File: src/rtl/mem_port_arbiter.sv
// Arbitrates one shared mem_system port between instruction fetch and data access.
// Data has priority; a starvation counter bounds fetch latency and a watchdog aborts hung transactions.
module mem_port_arbiter #(
    parameter int unsigned STARVE_LIMIT = 4,
    parameter int unsigned TIMEOUT      = 64
) (
    input  logic        clk,
    input  logic        rst,
    input  logic        i_req,
    input  logic [15:0] i_addr,
    output logic [15:0] i_data,
    output logic        i_done,
    output logic        i_stall,
    input  logic        d_rd,
    input  logic        d_wr,
    input  logic [15:0] d_addr,
    input  logic [15:0] d_wdata,
    output logic [15:0] d_rdata,
    output logic        d_done,
    output logic        d_stall,
    output logic        d_hit,
    output logic [15:0] m_addr,
    output logic [15:0] m_wdata,
    output logic        m_rd,
    output logic        m_wr,
    input  logic [15:0] m_rdata,
    input  logic        m_done,
    input  logic        m_hit,
    input  logic        m_err,
    output logic [1:0]  owner,
    output logic        err
);

    localparam logic [3:0] STARVE_MAX = 4'(STARVE_LIMIT);
    localparam logic [7:0] WD_LAST    = 8'(TIMEOUT - 1);

    typedef enum logic [1:0] {
        IDLE   = 2'b00,
        BUSY_I = 2'b01,
        BUSY_D = 2'b10
    } state_t;

    state_t      state;
    logic [3:0]  starve_cnt;
    logic [7:0]  wd_cnt;
    logic [15:0] l_addr;
    logic [15:0] l_wdata;
    logic        l_rd;
    logic        l_wr;

    logic d_req;
    logic data_win;
    logic fetch_win;
    logic grant;
    logic busy;
    logic wd_exp;
    logic illegal;

    // Grants are gated by reset so nothing reaches mem_system while rst is held low.
    assign d_req     = d_rd | d_wr;
    assign data_win  = rst & d_req & ~(i_req & (starve_cnt == STARVE_MAX));
    assign fetch_win = rst & ~data_win & i_req;
    assign grant     = data_win | fetch_win;
    assign busy      = (state != IDLE);
    assign wd_exp    = busy & (wd_cnt == WD_LAST) & ~m_done;
    assign illegal   = (state == IDLE) & data_win & d_rd & d_wr;

    always_comb begin
        m_addr  = '0;
        m_wdata = '0;
        m_rd    = 1'b0;
        m_wr    = 1'b0;
        i_done  = 1'b0;
        d_done  = 1'b0;
        case (state)
            IDLE: begin
                if (data_win) begin
                    m_addr  = d_addr;
                    m_wdata = d_wdata;
                    m_wr    = d_wr;
                    m_rd    = d_rd & ~d_wr;
                    d_done  = m_done;
                end else if (fetch_win) begin
                    m_addr = i_addr;
                    m_rd   = 1'b1;
                    i_done = m_done;
                end
            end
            BUSY_I, BUSY_D: begin
                m_addr  = l_addr;
                m_wdata = l_wdata;
                m_rd    = l_rd;
                m_wr    = l_wr;
                i_done  = (state == BUSY_I) & (m_done | wd_exp);
                d_done  = (state == BUSY_D) & (m_done | wd_exp);
            end
            default: ;
        endcase
    end

    assign i_data  = (i_done & ~wd_exp) ? m_rdata : '0;
    assign d_rdata = (d_done & ~wd_exp) ? m_rdata : '0;
    assign d_hit   = d_done & m_hit;
    assign i_stall = i_req & ~i_done;
    assign d_stall = d_req & ~d_done;

    always_ff @(posedge clk or negedge rst) begin
        if (!rst) begin
            state      <= IDLE;
            owner      <= 2'b00;
            starve_cnt <= '0;
            wd_cnt     <= '0;
            err        <= 1'b0;
            l_addr     <= '0;
            l_wdata    <= '0;
            l_rd       <= 1'b0;
            l_wr       <= 1'b0;
        end else begin
            if (m_err || illegal || wd_exp)
                err <= 1'b1;
            case (state)
                IDLE: begin
                    wd_cnt <= '0;
                    if (grant) begin
                        if (data_win && i_req)
                            starve_cnt <= (starve_cnt == STARVE_MAX) ? STARVE_MAX : starve_cnt + 4'd1;
                        else
                            starve_cnt <= '0;
                        if (!m_done) begin
                            // Capture the values already on m_* so the busy phase replays them exactly.
                            l_addr  <= m_addr;
                            l_wdata <= m_wdata;
                            l_rd    <= m_rd;
                            l_wr    <= m_wr;
                            state   <= data_win ? BUSY_D : BUSY_I;
                            owner   <= data_win ? 2'b10 : 2'b01;
                        end
                    end
                end
                BUSY_I, BUSY_D: begin
                    if (m_done || wd_exp) begin
                        state  <= IDLE;
                        owner  <= 2'b00;
                        wd_cnt <= '0;
                    end else begin
                        wd_cnt <= wd_cnt + 8'd1;
                    end
                end
                default: begin
                    state <= IDLE;
                    owner <= 2'b00;
                end
            endcase
        end
    end

endmodule

File: config.mk
export PLATFORM = sky130hd
export DESIGN_NAME = mem_port_arbiter
export DESIGN_NICKNAME = d
export VERILOG_FILES = /design/src/rtl/mem_port_arbiter.sv
export SDC_FILE = /design/constraint.sdc
export NUM_CORES = 1
export LEC_CHECK = 0
export ABC_AREA = 1
export CORE_AREA = 8 8 94 113
export CTS_CLUSTER_DIAMETER = 200
export DETAILED_ROUTE_END_ITERATION = 12
export DIE_AREA = 0 0 102 121
export HOLD_SLACK_MARGIN = 0.1
export PLACE_DENSITY = 0.79
export SYNTH_ARGS = -nofsm -noshare
export SYNTH_HDL_FRONTEND = slang
export SYNTH_SLANG_ARGS = --single-unit
File: constraint.sdc
create_clock -name clk -period 1.9 [get_ports clk]
set_clock_uncertainty 0.1 [all_clocks]
set_input_delay 0.38 -clock clk [delete_from_list [all_inputs] [get_ports clk]]
set_output_delay 0.38 -clock clk [all_outputs]
set_load 0.03 [all_outputs]
==> flow_metrics.tcl, run 1 <==
set metrics [dict create \
    timing_worst_setup_path_type "flop to primary output" \
    violations "negative setup slack" \
    via_count 4611 \
    clockBufferDepth 2 \
    syn_inst 503 \
    yosysWarningCount 0 \
    crit_required_ns 1.42 \
    start_kind "flop" \
    crit_family "simple AND/OR/NAND/NOR gates" \
    path_clk_slew_ns 0.09 \
    finalSetupViolCount 77 \
    yosysUniqueCellTypes 27 \
    synthesis.nets 582 \
    grt_usage_pct 21.48 \
    start_util_pct 37.79 \
    fillers 514 \
    drc_errors 0 \
    maxSlewHeadroom_pct 53.67 \
    viasPerCell 5.374 \
    crit_buf_inv 4 \
    ys_seq_elements 49 \
    rsz0062_at_grt "yes" \
    worstMarginPinSlew_ns 0.6926 \
    nets 816 \
    cp-end-kind "primary output" \
    crit_path_top_delay_cell "dfrtp_1" \
    postPlaceCellArea_mm2 0.005788 \
    fin_area_mm2 0.007092 \
    overflow 0 \
    path_cells "inv_2 > ha_4 > nand4_1 > buf_6 > nand4_1 > nand2_4 > nand3_4 > clkbuf_16 > nor2_4 > buf_6" \
    dp_hpwl_um 9332 \
    layout-drive-gt1-share_pct 46.88 \
    min_period_ns 2.562 \
    hold_viol 0 \
    min_period_over_period_pct 134.8 \
    fmax_ghz 0.3904 \
    grt_first_pass_wirelength_um 21470 \
    area_delta_synth_final_pct 112.2 \
    grt_pass1_vias 4513 \
    drt_pass1_iterations 5 \
    drt_iter0_drc 344 \
    arrival_ns 2.08 \
    leakagePower_nw 3.576 \
    die_h_um 121 \
    cts_buffers 5 \
    path_max_fanout 5 \
    ioPinCount 146 \
    rows 38 \
    drv_cap 0 \
    cts_max_level 2 \
    run_status "complete, but fails checks" \
    r2r_end "l_addr[4]" \
    r2r_slack_ns -0.09 \
    avgSynthCellArea_um2 6.644 \
    gp_congestion 0.8128 \
    seq_area_frac_synth_pct 36.69 \
    numPortBuffers 145 \
    root_buffer "clkbuf_8" \
    hold_ws_ns 0.1706 \
    hold_class "primary input to asynchronous set/reset pin" \
    ir_drop_mv 0.8277 \
    netlist_area_mm2 0.003342 \
    drv_slew 0 \
    core_mm2 0.008843 \
    clock_latency_ns 0.30 \
    grt_max_degree 37 \
    rr_startpoint "starve_cnt[1]" \
    antennaDiodeCount 0 \
    antenna_found_initial 0 \
    die_x_um 102 \
    drt_wl_total_um 15880 \
    p_per_area_mw_per_mm2 1188 \
    fin_ws_ns -0.6617 \
    max_stage_delay_ns 0.38 \
    reg2regPathDepth 12 \
    wl_per_cell_um 18.51 \
    dieArea_mm2 0.01234 \
    finalSetupTns_ns -42.01 \
    cts.sinks 49 \
    cts_tree "yes" \
    ant_nets 0 \
]
## synth_stat cells (all sizes together)
cell type  instances  area, um^2
nor3               2       10.01
clkbuf            12       45.04
o21ai              8       43.79
ha                 7       87.58
inv               48       180.2
nor2              50       242.7
nand4             20       125.1
xnor2              1       8.760
and3               1       6.260
a31oi              1       6.260
buf               17       98.85
nand2            181       689.4
a21oi             21       105.1
xor2               7       61.31
nand3             78       405.4
dfrtp             49        1226
## worst register-to-register path, cell delays in order (launching register included)
cell,delay [ns]
dfrtp_1,0.41
inv_2,0.08
ha_4,0.13
nand4_1,0.17
buf_6,0.20
buf_6,0.11
buf_6,0.13
nand4_1,0.09
nand3_2,0.10
buf_4,0.15
buf_4,0.12
nand3_1,0.06
nand2_1,0.05
## layout by cell type (no fill, tap or decap), types with 5 or more instances in the layout
cell	Yosys	layout
a21oi_4	0	16
buf_12	0	12
buf_4	4	79
buf_6	1	77
buf_8	0	5
clkbuf_16	0	5
clkbuf_8	0	5
clkdlybuf4s50_1	0	68
dfrtp_1	49	47
dlygate4sd2_1	0	5
inv_1	45	27
inv_2	3	18
nand2_1	179	147
nand2_2	1	14
nand2_4	1	20
nand3_1	75	47
nand3_2	3	22
nand3_4	0	9
nand4_1	20	20
nor2_1	45	10
nor2_4	3	34
xor2_1	7	7
## worst max-delay path by stage
stage                       start           to  slack (ns)  cells after the start
finish              starve_cnt[1]   d_rdata[7]       -0.66                     10
global route             state[0]   d_rdata[7]       -0.76                     11
CTS                 starve_cnt[1]   m_wdata[9]       -0.60                     11
detailed placement          i_req      i_stall       -0.69                      7
global placement            i_req      i_stall       -0.66                      7
floorplan                state[0]  d_rdata[10]       -0.27                     10
## metal layers
layer  part of all wire, %  up-vias  track usage [%]
met5                     0        -                0
met4                   2.9        0            9.016
met3                   8.6       47            2.985
met2                    53      297            39.23
met1                    35     2199            23.97
li1                      -     2068                -
## metrics by stage
stage / util, % / total power [W] / worst slack (ns) / std cells
global route: 80.19 / 0.008835 / -0.7567 / 858
finish: 80.19 / 0.008424 / -0.6617 / 858
floorplan: - / 0.004557 / -0.2721 / 503
detailed placement: 65.45 / 0.006253 / -0.6900 / 817
global placement: 65.45 / 0.006139 / -0.6612 / 817
CTS: 72.52 / 0.007682 / -0.6012 / 837
## cells by family after synthesis
group	share of synthesized area [%]
and+or+nand+nor	44.25
buffers and inverters	9.697
xor gates and xnor gates	2.097
DFF	36.69
adders and majority gates	2.621
AOI/OAI and AO/OA	4.642
## power breakdown
part | internal (W) | switching [W] | leakage (nW)
sequential | 0.00139 | 0.000207 | 0.652
combinational | 0.00263 | 0.00332 | 2.86
clock | 0.000523 | 0.000363 | 0.0681
total | 0.00454 | 0.00389 | 3.58
## layout make-up
cell class                 instances  area [um^2]  share of cell area (%)
timing repair buffer             256         2710                   38.21
multi-input combinational        377         2674                   37.70
sequential                        49         1229                   17.33
inverter                          48        195.2                   2.752
tap                              120        150.1                   2.117
clock buffer                       5        68.82                  0.9704
clock inverter                     3        65.06                  0.9174
## registers in the layout, summed over array words and instances (netlist names)
signal      cells
l_rd            1
l_addr         16
wd_cnt          8
starve_cnt      4
l_wdata        16
state           2
err             1
l_wr            1
## repair_timing
action	4_1_cts	5_1_grt
pin swaps	4	43
hold buffers	1	0
setup endpoints to repair	114	87
gates resized for setup	95	102
gates cloned	3	5
buffers inserted	8	19
endpoints found under the hold margin	14	0
No activity file was read; power rests on OpenSTA's default activity.
==> run 2: changes to the inputs <==
--- a/config.mk
+++ b/config.mk
@@ -6,12 +6,13 @@
 export NUM_CORES = 1
 export LEC_CHECK = 0
 export ABC_AREA = 1
+export CAP_MARGIN = 20
 export CORE_AREA = 8 8 94 113
 export CTS_CLUSTER_DIAMETER = 200
 export DETAILED_ROUTE_END_ITERATION = 12
 export DIE_AREA = 0 0 102 121
 export HOLD_SLACK_MARGIN = 0.1
-export PLACE_DENSITY = 0.79
+export PLACE_DENSITY = 0.76
 export SYNTH_ARGS = -nofsm -noshare
 export SYNTH_HDL_FRONTEND = slang
 export SYNTH_SLANG_ARGS = --single-unit
==> flow_metrics.tcl, run 2 (same netlist as run 1, synthesis figures left out) <==
set metrics [dict create \
    rsz0062_at_grt "yes" \
    overflow 0 \
    leakagePower_nw 3.417 \
    run_status "complete, but fails checks" \
    start_kind "flop" \
    drv_cap 0 \
    path_clk_slew_ns 0.10 \
    maxSlewHeadroom_pct 55.99 \
    crit_required_ns 1.42 \
    fin_ws_ns -0.6483 \
    mostFrequentLayoutCells "nand2_1, buf_4, buf_6" \
    layout-drive-gt1-share_pct 42.26 \
    drt_pass1_iterations 5 \
    rr_startpoint "starve_cnt[1]" \
    hold_viol 0 \
    grt_first_pass_wirelength_um 21820 \
    core_mm2 0.008843 \
    numPortBuffers 145 \
    power_w 0.008045 \
    arrival_ns 2.07 \
    finalSetupViolCount 81 \
    layout_commonest_cell "nand2_1" \
    antennaDiodeCount 0 \
    worstMarginPinSlew_ns 0.6579 \
    path_max_fanout 7 \
    ioPinCount 146 \
    violations "negative setup slack" \
    drc_errors 0 \
    start_util_pct 37.79 \
    drt_iter0_drc 286 \
    fin_util_pct 77.14 \
    fillers 583 \
    p_per_area_mw_per_mm2 1179 \
    drt_wl_total_um 14460 \
    clock_latency_ns 0.30 \
    via_count 4454 \
    die_h_um 121 \
    root_buffer "clkbuf_8" \
    area_delta_synth_final_pct 104.1 \
    clockBufferDepth 2 \
    reg_top3 "l_addr x16, l_wdata x16, wd_cnt x8" \
    nets 821 \
    final_cells 863 \
    placed_cells 827 \
    cts_tree "yes" \
    drv_slew 0 \
    grt_max_degree 37 \
    reg2regPathDepth 14 \
    die_x_um 102 \
    hold_class "primary input to asynchronous set/reset pin" \
    cts_max_level 2 \
    min_period_over_period_pct 134.1 \
    viasPerCell 5.161 \
    min_period_ns 2.548 \
    dieArea_mm2 0.01234 \
    hold_ws_ns 0.2200 \
    crit_path_start "starve_cnt[1]" \
    grt_usage_pct 21.96 \
    grt_pass1_vias 4535 \
    dp_hpwl_um 9331 \
    rows 38 \
    antenna_found_initial 0 \
    timing_worst_setup_path_type "flop to primary output" \
    wl_per_cell_um 16.75 \
    cts_buffers 5 \
    gp_congestion 0.8398 \
    cts.sinks 49 \
    ant_nets 0 \
    fmax_ghz 0.3924 \
    cp-end-kind "primary output" \
    ir_drop_mv 0.7757 \
]
[run 2: cell count changes in the layout (fill, tap and decap cells not counted), moves of 9 or more]
| cell | change |
|---|---|
| buf_4 | +13 |
| nand3_1 | +23 |
| nand3_2 | -17 |
| nand2_1 | +9 |
[run 2: area by class of cell]
class	count	area, um^2	share of cell area [%]
Clock buffer	5	68.82	1.009
Clock inverter	3	21.27	0.3118
Inverter	48	195.2	2.861
Multi-Input combinational cell	378	2466	36.15
Sequential cell	49	1229	18.01
Tap cell	120	150.1	2.201
Timing Repair Buffer	260	2691	39.45
[run 2: what timing repair did]
item,CTS,global route
pin swaps,15,17
cloned,5,3
setup endpoints to repair,109,115
resized for setup,117,30
hold buffers,1,0
hold endpoints to repair,14,0
setup buffers,12,10
[run 2: path summary, 6_finish.rpt]
check                         endpoint  slack, ns
setup reg to reg           l_wdata[12]      -0.06
setup / recovery            i_data[15]      -0.65
max in group asynchronous     state[1]       0.46
hold / removal               wd_cnt[2]       0.22
min in group clk           l_wdata[10]       0.39
hold reg to reg            l_wdata[10]       0.39
[run 2: power by group]
part	internal [W]	leakage (nW)	switching, W	total (W)
Sequential	0.00139	0.652	0.000209	0.00160
Combinational	0.00262	2.72	0.00320	0.00582
Clock	0.000262	0.0445	0.000368	0.000630
Total	0.00427	3.42	0.00377	0.00805
[run 2: worst max-delay path, cell delays in order, from the launching register on]
cell     delay (ns)
dfrtp_1        0.39
inv_1          0.06
ha_2           0.17
nand4_1        0.11
buf_4          0.16
nand2_4        0.07
nand3_4        0.06
buf_6          0.12
nand2_4        0.05
nand3_4        0.12
buf_12         0.19
nor2_2         0.10
buf_6          0.14
[run 2: through the flow]
| step | TNS, ns | area, um^2 | worst slack, ns |
|---|---|---|---|
| 3_3_place_gp | -57.69 | 5863 | -0.6646 |
| 4_1_cts | -42.19 | 6599 | -0.6353 |
| 3_5_place_dp | -61.64 | 5863 | -0.7032 |
| 6_report | -41.51 | 6822 | -0.6483 |
| 2_1_floorplan | -10.63 | 3904 | -0.2721 |
| 5_1_grt | -50.50 | 6822 | -0.7559 |
[run 2: routing by layer]
metal | wire length, um | track usage [%] | vias up
met5 | 0 | 0 | -
met4 | 447 | 8.004 | 0
met3 | 983 | 3.444 | 31
met2 | 7810 | 41.31 | 196
met1 | 5214 | 23.69 | 2134
li1 | - | - | 2093
